## src/rtl/risc16_mmio_pkg.sv

```systemverilog
// risc16_mmio_pkg: register offsets, STATUS bit indices and UART FSM state type for the MMIO UART
package risc16_mmio_pkg;
  localparam logic [2:0] OFF_TXDATA = 3'd0;
  localparam logic [2:0] OFF_STATUS = 3'd2;
  localparam logic [2:0] OFF_DIV    = 3'd4;
  localparam logic [2:0] OFF_CTRL   = 3'd6;
  localparam int ST_EMPTY = 0;
  localparam int ST_FULL  = 1;
  localparam int ST_BUSY  = 2;
  localparam int ST_OVF   = 3;
  typedef enum logic [1:0] {IDLE, START, DATA, STOP} uart_state_t;
endpackage

```

## src/rtl/mmio_byte_fifo.sv

```systemverilog
// mmio_byte_fifo: synchronous byte FIFO with push/pop/full/empty/count, async active-high reset
// Ports: clk, rst, push/din, pop/dout (head byte, combinational), full, empty, count.
module mmio_byte_fifo #(
  parameter int DEPTH = 8
) (
  input  logic                     clk,
  input  logic                     rst,
  input  logic                     push,
  input  logic [7:0]               din,
  input  logic                     pop,
  output logic [7:0]               dout,
  output logic                     full,
  output logic                     empty,
  output logic [$clog2(DEPTH):0]   count
);
  localparam int AW = $clog2(DEPTH);
  logic [7:0] mem [DEPTH];
  logic [AW-1:0] wp, rp;
  logic do_push, do_pop;
  assign full = count == (AW+1)'(DEPTH);
  assign empty = count == '0;
  assign do_push = push && !full;
  assign do_pop = pop && !empty;
  assign dout = mem[rp];
  always_ff @(posedge clk or posedge rst)
    if (rst) begin
      wp <= '0;
      rp <= '0;
      count <= '0;
    end else begin
      wp <= wp + AW'(do_push);
      rp <= rp + AW'(do_pop);
      count <= count + (AW+1)'(do_push) - (AW+1)'(do_pop);
    end
  always_ff @(posedge clk)
    if (do_push) mem[wp] <= din;
endmodule

```

## src/rtl/risc16_mmio_uart_tx.sv

```systemverilog
// risc16_mmio_uart_tx: memory-mapped 8N1 UART transmitter with byte FIFO on the risc16b data port
// Ports: clk, rst (async, active-high), d_addr/d_oe/d_we/d_dout from the core, rdata/hit back to
// the d_din mux, txd serial out; irq exists only when RISC16_UART_IRQ_EN is defined.
module risc16_mmio_uart_tx
  import risc16_mmio_pkg::*;
#(
  parameter logic [15:0] BASE_ADDR   = 16'hFF00,
  parameter int          FIFO_DEPTH  = 8,
  parameter logic [15:0] DEFAULT_DIV = 16'd434
) (
  input  logic        clk,
  input  logic        rst,
  input  logic [15:0] d_addr,
  input  logic        d_oe,
  input  logic [1:0]  d_we,
  input  logic [15:0] d_dout,
  output logic [15:0] rdata,
  output logic        hit,
  output logic        txd
`ifdef RISC16_UART_IRQ_EN
  ,
  output logic        irq
`endif
);
  localparam int CW = $clog2(FIFO_DEPTH) + 1;
  uart_state_t state;
  logic [7:0] shift, fifo_dout;
  logic [2:0] bitcnt;
  logic [15:0] div, div_q, div_l, cnt, status, ctrl_rd;
  logic [CW-1:0] count;
  logic [1:0] off;
  logic full, empty, ovf, wr, push, pop, tick, busy, unused_sig;
  assign unused_sig = &{1'b0, d_oe, d_addr[0]};
  assign hit = d_addr[15:3] == BASE_ADDR[15:3];
  assign off = d_addr[2:1];
  assign wr = hit && |d_we;
  assign push = wr && off == OFF_TXDATA[2:1];
  assign busy = state != IDLE;
  assign tick = cnt == '0;
  // a new frame can start from IDLE or straight out of the last STOP cycle
  assign pop = !empty && (state == IDLE || (state == STOP && tick));
  assign div_l = div == '0 ? 16'd1 : div;
  assign txd = state == START ? 1'b0 : state == DATA ? shift[0] : 1'b1;
  assign status = {8'(count), 4'b0, ovf, busy, full, empty};
  assign rdata = !hit ? 16'h0 : off == OFF_STATUS[2:1] ? status : off == OFF_DIV[2:1] ? div : off == OFF_CTRL[2:1] ? ctrl_rd : 16'h0;
  mmio_byte_fifo #(.DEPTH(FIFO_DEPTH)) u_fifo (
    .clk(clk),
    .rst(rst),
    .push(push),
    .din(d_we[1] ? d_dout[7:0] : d_dout[15:8]),
    .pop(pop),
    .dout(fifo_dout),
    .full(full),
    .empty(empty),
    .count(count)
  );
  always_ff @(posedge clk or posedge rst)
    if (rst) begin
      div <= DEFAULT_DIV;
      ovf <= 1'b0;
    end else begin
      if (push && full) ovf <= 1'b1;
      else if (wr && off == OFF_STATUS[2:1]) ovf <= 1'b0;
      if (wr && off == OFF_DIV[2:1]) begin
        if (d_we[0]) div[15:8] <= d_dout[15:8];
        if (d_we[1]) div[7:0] <= d_dout[7:0];
      end
    end
  always_ff @(posedge clk or posedge rst)
    if (rst) begin
      state <= IDLE;
      shift <= '0;
      bitcnt <= '0;
      cnt <= '0;
      div_q <= 16'd1;
    end else if (pop) begin
      shift <= fifo_dout;
      div_q <= div_l;
      cnt <= div_l - 16'd1;
      bitcnt <= 3'd7;
      state <= START;
    end else if (busy) begin
      cnt <= tick ? div_q - 16'd1 : cnt - 16'd1;
      if (tick)
        case (state)
          START: state <= DATA;
          DATA: begin
            shift <= shift >> 1;
            bitcnt <= bitcnt - 3'd1;
            if (bitcnt == '0) state <= STOP;
          end
          default: state <= IDLE;
        endcase
    end
`ifdef RISC16_UART_IRQ_EN
  logic irq_en;
  assign ctrl_rd = {15'b0, irq_en};
  always_ff @(posedge clk or posedge rst)
    if (rst) begin
      irq_en <= 1'b0;
      irq <= 1'b0;
    end else begin
      if (wr && off == OFF_CTRL[2:1] && d_we[1]) irq_en <= d_dout[0];
      irq <= irq_en && empty && !busy;
    end
`else
  assign ctrl_rd = 16'h0;
`endif
endmodule

```

## config.mk

```make
export PLATFORM = sky130hd
export DESIGN_NAME = risc16_mmio_uart_tx
export DESIGN_NICKNAME = d
export VERILOG_FILES = /design/src/rtl/risc16_mmio_pkg.sv /design/src/rtl/mmio_byte_fifo.sv /design/src/rtl/risc16_mmio_uart_tx.sv
export SDC_FILE = /design/constraint.sdc
export NUM_CORES = 1
export LEC_CHECK = 0
export BUFFER_PORTS_ARGS = -buffer_cell sky130_fd_sc_hd__clkbuf_2
export CAP_MARGIN = 10
export CORE_UTILIZATION = 56
export CTS_BUF_LIST = sky130_fd_sc_hd__clkbuf_4
export DETAILED_ROUTE_END_ITERATION = 8
export HOLD_SLACK_MARGIN = 0.05
export PLACE_DENSITY = 0.78
export RECOVER_POWER = 100
export SYNTH_ARGS = -nofsm -noshare
export SYNTH_HDL_FRONTEND = slang
export SYNTH_SLANG_ARGS = --single-unit
```

## constraint.sdc

```tcl
create_clock -name clk -period 3.9 [get_ports clk]
set_clock_uncertainty 0.15 [all_clocks]
set_input_delay 0.195 -clock clk [delete_from_list [all_inputs] [get_ports clk]]
set_output_delay 0.195 -clock clk [all_outputs]
set_load 0.02 [all_outputs]
```

[Word-level counts from Yosys, hierarchy flattened]
Memory sizes are Yosys's and may differ from the RTL's.
Cells that the tools add are included.
Operators by class
  add/sub/neg operators: 8
  eq/ne operators: 8
  mux-type cells: 27
  reduce and logical (&&, ||, !) cells: 28
Operators with widths (count)
  $mux 16: 7
  $sub 16x1->16 const B: 3
  $mux 8: 5
  $logic_not 16->1: 2
  $eq 13x13->1 const B: 1
  $mux 3: 4
  $reduce_bool 2->1: 5
  $logic_and 1x1->1: 9
  $mux 2: 4
  $add 3x1->3: 2
  $eq 2x2->1 const B: 3
  $mux 1: 6
  $reduce_and 3->1: 2
  $add 4x1->4: 1
  $eq 2x1->1 const B: 2
  $eq 4x4->1 const B: 1
  $logic_not 2->1: 2
  $logic_not 4->1: 1
  $pmux 2 s2: 1
  $reduce_and 2->1: 2
  $sub 4x1->4: 1
  $logic_not 3->1: 1
  $ne 3x1->1 const B: 1
  $sub 3x1->3 const B: 1
  other kinds (3): 4
Storage, ports and cells
  logic and storage cells: 83
  bits in writable memories: 64
  memories: 1
  register bits after elaboration: 72
Memory list
  u_fifo.mem: words 8, bits a word 8, rd ports 1, clocked after Yosys merged registers in 0, wr ports 1, RTL line mmio_byte_fifo.sv:17  | logic [7:0] mem [DEPTH];

[Depth between registers and ports, before layout]
Gate-level depths: netlist (run 1).
  word-level depth: 6
  depth in mapped cells: 17
  mapped depth without buffers: 13

[By module]
From an unflattened synthesis (run 1), not the netlist that was laid out.
Second synthesis, totals
  cell total of the unflattened synthesis: 590
  area total of the unflattened synthesis: 6897.9 um^2
By module, submodules not included
  risc16_mmio_uart_tx: cells an instance 445, instances 1, area each 3865.0 um^2
  mmio_byte_fifo: cells an instance 145, instances 1, area each 3032.9 um^2

[Worst setup path after synthesis (run 1)]
No wires, ideal clock.
  path type: reg-to-reg
  from: register u_fifo.count[2]
  to: register cnt[14]
  cell stages (with the launch flop): 17
  clock period less this slack: 3766 ps
  arrival time: 3548 ps
  slack: 134 ps
  cell sequence: dfrtp_1 -> inv_1 -> ha_1 -> or3b_1 -> buf_6 -> and2_4 -> buf_6 -> a21oi_4 -> inv_1 -> clkbuf_1 -> buf_1 -> a21oi_1 -> ha_1 -> a21boi_1 -> nand3_1 -> or4_1 -> nand3_1
Between the ends
  word-level cells in the longest chain between the ends: 4
Ends and longest elaborated chain
  from (decl): RTL line mmio_byte_fifo.sv:14  | output logic [$clog2(DEPTH):0] count
  from (signal assigned): RTL line mmio_byte_fifo.sv:33  | count <= count + (AW+1)'(do_push) - (AW+1)'(do_pop);
  $logic_not 4->1 (*): RTL line mmio_byte_fifo.sv:21  | assign empty = count == '0;
  $logic_not 1->1 (*): RTL line risc16_mmio_uart_tx.sv:41  | assign pop = !empty && (state == IDLE || (state == STOP && tick));
  $logic_and 1x1->1 (*): RTL line risc16_mmio_uart_tx.sv:41
  $mux 16 or $reduce_bool 2->1 (tied branches)
  to (signal assigned): RTL line risc16_mmio_uart_tx.sv:79  | cnt <= div_l - 16'd1;
  to (signal assigned): RTL line risc16_mmio_uart_tx.sv:83  | cnt <= tick ? div_q - 16'd1 : cnt - 16'd1;
  to (decl): RTL line risc16_mmio_uart_tx.sv:29  | logic [15:0] div, div_q, div_l, cnt, status, ctrl_rd;
Every way passes the cells marked *; elsewhere a longest branch is shown, timed or not.
A chain may end at the register's enable or synchronous reset.

[Final worst setup path (run 1)]
  from: register u_fifo.count[2]
  to: register cnt[6]
Same word-level chain as after synthesis.

==> results.md, run 1 <==
* P per Cell Area at 549 nW/um^2
* Sink Count at 136
* First-pass GRT wire length at 25000 um
* Vias in the first global route at 4799
* CP Capture Type: flop
* Worst setup path startpoint: u_fifo.count[2]
* Commonest non-fill, non-tap cells in the layout: nand2_1 (78), dfrtp_1 (66), edfxtp_1 (64)
* Total number of vias at 4860
* Total gr overflow at 0
* Worst path cell trace: inv_1 > ha_1 > or3b_1 > and2_4 > a21oi_4 > inv_1 > buf_4 > a22oi_1 > inv_1 > ha_1 > a21boi_1 > clkbuf_1 > and3_1 > o21ai_0 > a22o_1
* Post-Synth Simple-Gate Area at 0.133
* Setup WS post-layout at 0.302 ns
* Netlist cell types at 56
* Top delay family on crit path: compound AO/OA/AOI/OAI gates
* H-Tree Depth at 4
* Synth Flop Type: dfrtp_1
* CP Launch Type: flop
* Max Buffers Root-to-Sink at 2
* WP data arrival at 3.94 ns
* CP Max Fanout at 12
* Core Area at 11500 um^2
* Final setup fails at 0
* Die W at 111 um
* DR pass1 iterations at 5
* Async SR Flop Fraction at 0.529
* Max Cap Viol at 0
* CTS tree: built
* Yosys warns at 0
* Clock root cell: clkbuf_4
* Seq pwr share at 0.471
* Hold path startpoint: d_addr[2]
* Outcome: complete, no violations
* Layout area overhead at 13.0%
* XOR/XNOR share of the synthesized area at 0.0105
* Latest clock arrival within the worst-skew pair at 0.56 ns
* Post-synthesis mux area share at 0.113
* Number of remaining DRC errors at 0
* Leak pwr at 3.14 nW
* Fin nets at 704
* F_max at 278 MHz
* Post-route ant nets at 0
* Post_cts resized at 0
* Min-delay worst type: input pin to flop
* Starting DRT DRC Count at 407
* Combinational share of power at 0.318
* Slew HR at 0.144
* Synthesized flop and latch total at 136
* Synth Area in Adders at 0.0349
* Share of layout cells above drive strength 1 at 0.184
* Gpl congestion at 0.855
* Fin area at 7530 um^2
* Post-Synthesis Cell Area at 6670 um^2
* Crit-path slowest cell: or3b_1
* EDFF count, synth at 64
* Switching Share at 0.359
* Routed WL at 15500 um
* Syn Inst Count at 563
* Port-buffer cells at 52
* Diodes inserted at 0
* Slowest stage delay, CP at 0.41 ns
* GRT Total Usage at 0.268
* Dpl cell area at 7140 um^2
* Final-report hold violation count at 0
* Post-CTS Hold Buffers at 22
* Initial Util at 0.579
* Synth Area per Inst at 11.8 um^2
* Final period util at 0.923
* Clock Power Share at 0.211
* Crit path top cell by count: inv_1
* Register area share after synthesis at 0.560
* Most common library cell in the layout ignoring fill and taps: nand2_1
* Avg WL per Cell at 19.2 um
* Largest net degree at the start of global routing at 50
* Largest vdd supply drop at 0.000342 V
* RSZ-0062 raised after global routing: no
* Core Rows at 39
* Postcts setup bufs at 0
* Syn nets at 618
* CP Buf/Inv Count at 5
* Kind of critical path: flop to flop
* WHS at 0.162 ns
* HPWL after detailed placement at 10600 um
* Die area at 12300 um^2
* Vert. Die Dim at 111 um
* Vias/cell at 6.04
* Max Slew Vio Count at 0
* Worst Path Required at 4.24 ns
* Post-route minimum period at 3.60 ns
* Io pins at 55
* DP Worst Slack at 0.555 ns
* Total CTS buffers at 17
* Sw power at 1.48 mW
* Total Power at 4.13 mW
* Clock slew at reported path FFs at 0.12 ns
* R2R Path Start: u_fifo.count[2]
* Fillcell total at 858
* Antenna violations before repair at 0
* Worst Tran Pin Value at 1.28 ns
* Internal power at 2.65 mW
* Largest family of logic cells by synthesized area: simple AND/OR/NAND/NOR gates
* Setup TNS at 0 ns
* Synth Area in Compound Gates at 0.116
==> cells in the mapped netlist (5+ instances only) <==
library cell	n	area (um^2)
a21oi_1	28	140
nand3_1	10	50.1
nand2_1	78	293
inv_1	23	86.3
dfrtp_1	66	1650
nor2_1	44	165
o21a_1	8	60.1
a22oi_1	12	90.1
mux2_2	24	270
and2_1	8	50.1
a31oi_1	7	43.8
o21ai_0	31	155
clkbuf_1	16	60.1
edfxtp_1	64	1920
dfstp_2	6	158
nor4_1	9	56.3
mux2i_1	12	120
nor3_1	6	30.0
xnor2_1	5	43.8
ha_1	17	213
mux4_2	16	360
==> layout make-up <==
type | count | area, um^2 | share of cell area
sequential | 136 | 3730 | 0.496
multi-input combinational | 376 | 2700 | 0.358
timing repair buffer | 95 | 574 | 0.0763
tap | 143 | 179 | 0.0238
clock buffer | 19 | 143 | 0.0189
clock inverter | 13 | 119 | 0.0158
inverter | 23 | 86.3 | 0.0115
==> per-layer routing <==
metal,part of all wire,vias to the layer above,track usage
li1,-,2223,-
met1,0.42,2410,0.342
met2,0.50,189,0.439
met3,0.061,38,0.0596
met4,0.026,0,0.123
met5,0,-,0
==> worst paths after layout <==
path / end / slack, ns / cells past startpoint
max: cnt[6] / 0.30 / 15
min: u_fifo.mem[3][7] / 0.16 / 4
max reg2reg: cnt[6] / 0.30 / 15
min reg2reg: div_q[15] / 0.33 / 2
max in group asynchronous: u_fifo.wp[2] / 1.62 / 4
min in group asynchronous: cnt[3] / 0.36 / 3
==> state kept, by name (all words and copies together), names as in the netlist, 4 cells and up <==
name          cells
div_q            16
u_fifo.count      4
u_fifo.mem       64
cnt              16
div              16
shift             8
==> logic make-up (layout without fill, tap and decap cells) <==
| group | Yosys count | count (layout) |
|---|---|---|
| AND/OR/NAND/NOR | 187 | 187 |
| flip-flops | 136 | 136 |
| AO/OA/AOI/OAI | 111 | 111 |
| multiplexers | 52 | 52 |
| buffers and inverters | 51 | 150 |
| adder cells (fa/ha/maj) | 18 | 18 |
| XOR/XNOR | 8 | 8 |
==> power by group through the flow <==
stage / sequential [mW] / combinational (mW) / clock [mW]
floorplan: 1.82 / 1.13 / 0
global placement: 1.96 / 1.24 / 0
detailed placement: 1.97 / 1.30 / 0
CTS: 1.95 / 1.32 / 0.885
global route: 1.98 / 1.45 / 0.936
finish: 1.95 / 1.31 / 0.872
==> tightest hold or removal path, stage by stage <==
cell and delay [ns]:
clkbuf_2 0.12, nor4_1 0.11, nand2_1 0.15, nor2_1 0.12
==> per-stage QoR <==
| stage | instances | utilization |
|---|---|---|
| after floorplan | 563 | - |
| after global placement | 751 | 0.620 |
| after detailed placement | 751 | 0.620 |
| after CTS | 805 | 0.661 |
| after global routing | 805 | 0.654 |
| final | 805 | 0.654 |
Note: power is estimated with default switching activity, not from simulation.
==> run 2: changes to the inputs <==
Settings changed: SYNTH_HIERARCHICAL set to 1.
==> run 2 against run 1 <==
Compared with the run above: the run now ends with max-capacitance violations left; die area is 3.4% higher; synthesized cell count is 4.8% higher; worst hold slack worse by 0.029 ns; critical path type unchanged; largest cell class unchanged.
==> results.md, run 2 <==
* Max Buffers Root-to-Sink at 2 (unchanged)
* H-Tree Depth at 4 (unchanged)
* Post-route minimum period at 3.53 ns (-0.0669 ns)
* Yosys top cell by area: edfxtp_1
* Die area at 12800 um^2 (+3.4%)
* Final Instance Count excl. Fillers at 823 (+2.2%)
* Max Slew Vio Count at 0 (unchanged)
* Failing checks: max-capacitance violations
* GRT Total Usage at 0.264 (-0.00381)
* Sw power at 1.40 mW (-5.6%)
* Dpl cell area at 7240 um^2 (+1.5%)
* Syn Inst Count at 590 (+4.8%)
* Yosys warns at 6 (+6)
* Die W at 113 um (+1.7%)
* Register area share after synthesis at 0.541 (-0.0188)
* Reg2reg end: cnt[12]
* Gpl congestion at 0.946 (+11%)
* Async SR Flop Fraction at 0.529 (unchanged)
* Leak pwr at 3.28 nW (+4.4%)
* Post-synth top cells: nand2_1 (82), nor2_1 (67), dfrtp_1 (66), edfxtp_1 (64), mux2_2 (32)
* F_max at 283 MHz (+1.9%)
* Min-delay worst type: input pin to flop
* Fillcell total at 904 (+5.4%)
* HPWL after detailed placement at 10700 um (+0.90%)
* Max Cap Viol at 1 (+1)
* Final-report hold violation count at 0 (unchanged)
* Top reg by flops: u_fifo/mem
* CP Max Fanout at 12 (unchanged)
* RSZ-0062 raised after global routing: no
* Io pins at 55 (unchanged)
* Outcome: finished with violations
* Total CTS buffers at 17 (unchanged)
* Syn nets at 645 (+4.4%)
* P per Cell Area at 531 nW/um^2 (-3.2%)
* Setup WS post-layout at 0.369 ns (+0.0669 ns)
* Clock Power Share at 0.251 (+0.040)
* Seq pwr share at 0.468 (-0.003)
* Synthesized flop and latch total at 136 (unchanged)
* Final period util at 0.906 (-0.0172)
* Hold Crit Depth at 3 (-1)
* CTS tree: built
* Setup TNS at 0 ns (unchanged)
* Core Rows at 40 (+2.6%)
* Clock slew at reported path FFs at 0.14 ns (+0.02 ns)
* Latest clock arrival within the worst-skew pair at 0.56 ns (about the same)
* Most common cell in the netlist: nand2_1
* Switching Share at 0.343 (-0.0161)
* Worst Hold Endpoint: div[14]
* Core Area at 12000 um^2 (+4.3%)
* Slew HR at 0.00154 (-0.142)
* Worst Tran Pin Value at 1.50 ns (+0.213 ns)
* Vert. Die Dim at 113 um (+1.7%)
* Area contributors post-synth: edfxtp_1 (28%), dfrtp_1 (24%), mux4_1 (5.7%)
* Worst Path Required at 4.26 ns (+0.02 ns)
* Antenna violations before repair at 0 (unchanged)
* Vias in the first global route at 4868 (+1.4%)
* Kind of critical path: flop to flop
* Internal power at 2.68 mW (+1.3%)
* Share of layout cells above drive strength 1 at 0.167 (-0.0171)
* CP Capture Type: flop
* Diodes inserted at 0 (unchanged)
* R2R Path Start: u_fifo/count[2]
* Netlist cell types at 61 (+8.9%)
* Routed WL at 15600 um (+1.0%)
* CP Launch Type: flop
* Placed Cells at 771 (+2.7%)
* Reg2Reg Depth at 15 (unchanged)
* Yosys top cell area share at 0.279 (-0.00967)
* Max reg flops at 64 (unchanged)
* Fin area at 7690 um^2 (+2.1%)
* Port-buffer cells at 52 (unchanged)
* Post-route ant nets at 0 (unchanged)
* WP data arrival at 3.90 ns (-0.04 ns)
* Initial Util at 0.574 (-0.00461)
* R2R setup slack at 0.37 ns (+0.07 ns)
* Number of remaining DRC errors at 0 (unchanged)
* DR pass1 iterations at 5 (unchanged)
* Largest net degree at the start of global routing at 40 (-20%)
* First-pass GRT wire length at 25200 um (+0.80%)
* Most common library cell in the layout ignoring fill and taps: nand2_1
* Avg WL per Cell at 19.0 um (-1.2%)
* Worst setup path startpoint: u_fifo/count[2]
* Vias/cell at 6.08 (+0.69%)
* Hold path startpoint: d_we[0]
* DP Worst Slack at 0.438 ns (-0.117 ns)
* Final setup fails at 0 (unchanged)
* Fin nets at 718 (+2.0%)
* Post_cts resized at 0 (unchanged)
* Total Power at 4.08 mW (-1.2%)
* Starting DRT DRC Count at 421 (+3.4%)
* Synth Flop Type: dfrtp_1
* Total gr overflow at 0 (unchanged)
* Total number of vias at 5003 (+2.9%)
* Commonest non-fill, non-tap cells in the layout: nand2_1 (83), nor2_1 (67), dfrtp_1 (66)
* Post-Synthesis Cell Area at 6900 um^2 (+3.5%)
* Layout area overhead at 11.5%
* Sink Count at 136 (unchanged)
* Synth Area per Inst at 11.7 um^2 (-1.3%)
* Largest vdd supply drop at 0.000391 V (+14%)
* Clock root cell: clkbuf_4
* EDFF count, synth at 64 (unchanged)
* Combinational share of power at 0.281 (-0.037)
[run 2: worst max-delay path by stage]
stage,cells after the start,endpoint
2_1_floorplan,17,cnt[12]
3_3_place_gp,15,cnt[12]
3_5_place_dp,15,cnt[12]
4_1_cts,15,cnt[12]
5_1_grt,13,cnt[12]
6_report,15,cnt[12]
[run 2: timing repair]
item / 4_1_cts / 5_1_grt
setup buffers: 0 / 0
hold buffers: 20 / 0
hold endpoints to repair: 124 / 0
[run 2: kinds of logic (layout without fill, tap and decap cells)]
family	after synthesis	in the layout	share of synthesized area
buf+inv	49	135	0.0383
xor+xnor	10	10	0.0127
flops	136	136	0.541
mux	59	59	0.129
simple gates	227	227	0.159
compound gates	91	91	0.0869
fa+ha+maj	18	18	0.0337
[run 2: cell type report]
| type | instances | area [um^2] | share of cell area |
|---|---|---|---|
| timing repair buffer | 84 | 502 | 0.0653 |
| clock inverter | 15 | 189 | 0.0246 |
| inverter | 19 | 71.3 | 0.00928 |
| tap | 147 | 184 | 0.0239 |
| multi-input combinational | 405 | 2880 | 0.375 |
| clock buffer | 17 | 128 | 0.0166 |
| sequential | 136 | 3730 | 0.485 |
[run 2: metrics by stage]
| stage | util | hold WS, ns |
|---|---|---|
| floorplan | - | -0.115 |
| global placement | 0.603 | 0.0521 |
| detailed placement | 0.603 | 0.0723 |
| CTS | 0.646 | 0.0768 |
| global route | 0.640 | 0.0762 |
| finish | 0.640 | 0.132 |
[run 2: per-layer routing]
layer  vias to the layer above  GRT usage  share of wire
met4                         0     0.0868          0.018
met2                       219      0.443           0.49
met5                         -          0              0
met3                        28     0.0557          0.065
li1                       2303          -              -
met1                      2453      0.346           0.42
[run 2: power groups by stage]
stage          sequential (mW)  combinational, mW  clock [mW]
4_1_cts                   1.91               1.16        1.04
2_1_floorplan             1.82              0.989           0
6_report                  1.91               1.15        1.02
3_3_place_gp              1.92               1.09           0
3_5_place_dp              1.94               1.15           0
5_1_grt                   1.94               1.28        1.10
[run 2: worst max-delay path, stage by stage, from the launching register on]
cell     delay, ns
dfrtp_1       0.40
inv_1         0.10
ha_1          0.14
nor3b_1       0.18
buf_4         0.22
nor2b_1       0.11
buf_4         0.18
nor2_1        0.09
a21oi_1       0.11
nand2_1       0.13
ha_1          0.24
o21ai_0       0.18
a32oi_2       0.37
nand2_1       0.24
or4_1         0.56
nand3_1       0.09
==> run 3: changes to the inputs <==
Settings changed: GPL_TIMING_DRIVEN set to 0.
==> run 3 against run 2 <==
Compared with the run above: largest power group unchanged; critical endpoint unchanged; the run ends with max-capacitance violations, max-slew violations left; worst setup slack worse by 0.26 ns; via count is 2.2% higher; register-to-register slack worse by 0.26 ns.
==> results.md, run 3 (synthesis results as in run 2) <==
* Worst setup path startpoint: u_fifo/count[2]
* Outcome: finished with violations
* Total Power at 4.11 mW (+0.61%)
* Multi-input gate area in the final layout at 2950 um^2 (+2.3%)
* CP Capture Type: flop
* Dpl cell area at 7370 um^2 (+1.8%)
* Vias/cell at 6.01 (-1.1%)
* Worst Tran Pin Value at 1.67 ns (+0.179 ns)
* F_max at 264 MHz (-6.9%)
* R2R Path Start: u_fifo/count[2]
* Final setup fails at 0 (unchanged)
* Total number of vias at 5115 (+2.2%)
* FF/Latch Area at 3730 um^2 (unchanged)
* Layout Utilization at 0.661 (+0.0206)
* Largest vdd supply drop at 0.000350 V (-10%)
* P per Cell Area at 517 nW/um^2 (-2.5%)
* Sink Count at 136 (unchanged)
* CP Launch Type: flop
* WP data arrival at 4.14 ns (+0.24 ns)
* CTS tree: built
* Max reg flops at 64 (unchanged)
* Layout area overhead at 15.1%
* Commonest non-fill, non-tap cells in the layout: nand2_1 (82), nor2_1 (67), dfrtp_1 (66)
* Worst Path Required at 4.25 ns (about the same)
* Hold path startpoint: d_we[0]
* Final-report hold violation count at 0 (unchanged)
* Share of layout cells above drive strength 1 at 0.208 (+0.0405)
* R2R setup slack at 0.11 ns (-0.26 ns)
* Largest net degree at the start of global routing at 33 (-18%)
* Most common library cell in the layout ignoring fill and taps: nand2_1
* Starting DRT DRC Count at 492 (+17%)
* Antenna violations before repair at 1 (+1)
* Leak pwr at 3.42 nW (+4.3%)
* Port-buffer cells at 51 (-1.9%)
* Initial Util at 0.574 (unchanged)
* Post-route ant nets at 0 (unchanged)
* Io pins at 55 (unchanged)
* Setup TNS at 0 ns (unchanged)
* Latest clock arrival within the worst-skew pair at 0.57 ns (about the same)
* Gpl congestion at 0.955 (+0.89%)
* Max Buffers Root-to-Sink at 2 (unchanged)
* Fin nets at 745 (+3.8%)
* Kind of critical path: flop to flop
* Fillcell total at 872 (-3.5%)
* Total gr overflow at 0 (unchanged)
* Vias in the first global route at 5004 (+2.8%)
* Routed WL at 16100 um (+2.7%)
* Worst path cell trace: inv_1 > ha_1 > nor3b_4 > buf_6 > nor2b_4 > clkbuf_8 > a21oi_4 > buf_6 > inv_1 > clkbuf_4 > a21oi_1 > ha_2 > o21ai_0 > a32oi_4 > nand2_2 > or4_1 > nand3_1
* Die W at 113 um (unchanged)
* Failing checks: max-capacitance violations, max-slew violations
* DR pass1 iterations at 5 (unchanged)
* Post-route minimum period at 3.79 ns (+0.260 ns)
* Clock root cell: clkbuf_4
* Total CTS buffers at 17 (unchanged)
* Max Cap Viol at 1 (unchanged)
* Min-delay worst type: input pin to flop
* H-Tree Depth at 4 (unchanged)
* Clock slew at reported path FFs at 0.12 ns (-0.02 ns)
* CP Max Fanout at 10 (-2)
* Top reg by flops: u_fifo/mem
* Slew HR at -0.117 (-0.118)
* Die area at 12800 um^2 (unchanged)
* Core Area at 12000 um^2 (unchanged)
* Avg WL per Cell at 18.9 um (-0.67%)
* Vert. Die Dim at 113 um (unchanged)
* GRT Total Usage at 0.270 (+0.00563)
* Number of remaining DRC errors at 0 (unchanged)
* HPWL after detailed placement at 11400 um (+6.9%)
* Slowest stage delay, CP at 0.54 ns (-0.02 ns)
* Final period util at 0.972 (+0.0666)
* Max Slew Vio Count at 32 (+32)
* Crit-path slowest cell: or4_1
* First-pass GRT wire length at 25700 um (+2.1%)
* Core Rows at 40 (unchanged)
* Fin area at 7940 um^2 (+3.2%)
run 3: cell count changes in the layout (fill, tap and decap cells not counted), moves of 3 or more:
cell      change
and2_1        +6
clkbuf_4      +4
clkbuf_2      +4
clkbuf_8      +3
buf_6         +5
buf_4         +7
and2_0        -6
run 3: repair_timing:
item	in CTS	in global routing
endpoints found under the setup margin	10	6
endpoints found under the hold margin	125	0
gates resized for setup	15	7
pin swaps	1	2
hold buffers	20	0
buffers inserted	1	8
run 3: stage by stage:
stage / setup slack, ns / instances / hold slack, ns
floorplan: 0.134 / 590 / -0.115
global placement: -0.806 / 788 / 0.0404
detailed placement: -0.825 / 791 / 0.0703
CTS: 0.0154 / 843 / 0.0507
global route: -0.0108 / 851 / 0.0805
finish: 0.109 / 851 / 0.0890
run 3: final cells by class:
cell class                      instances  share of cell area
Tap cell                              147              0.0232
Clock buffer                           19              0.0180
Inverter                               19             0.00899
Multi-Input combinational cell        405               0.372
Buffer                                 28              0.0260
Clock inverter                         13              0.0158
Antenna cell                            1            0.000315
Sequential cell                       136               0.470
Timing Repair Buffer                   83              0.0657
run 3: report_power, final:
part | internal, mW | switching, mW
registers | 1.68 | 0.184
clock network | 0.337 | 0.547
logic | 0.650 | 0.714
total | 2.66 | 1.44
run 3: routing by layer:
| metal | global-route usage | share of wire |
|---|---|---|
| met1 | 0.350 | 0.42 |
| met5 | 0 | 0 |
| met2 | 0.435 | 0.48 |
| met4 | 0.114 | 0.025 |
| met3 | 0.0696 | 0.073 |
run 3: worst paths after layout:
path                        endpoint  depth (start not counted)
hold / removal                div[9]                          3
min in group asynchronous        ovf                          3
max in group asynchronous    cnt[15]                          4
setup / recovery             cnt[12]                         17
hold reg to reg            bitcnt[0]                          1
setup reg to reg             cnt[12]                         17
run 3: worst max-delay path: cells and delay by family, from the launching register on:
| kind | cells | cell delay, ns |
|---|---|---|
| compound gates | 4 | 0.80 |
| fa+ha+maj | 2 | 0.40 |
| buf+inv | 6 | 0.94 |
| flops | 1 | 0.40 |
| simple gates | 5 | 1.04 |
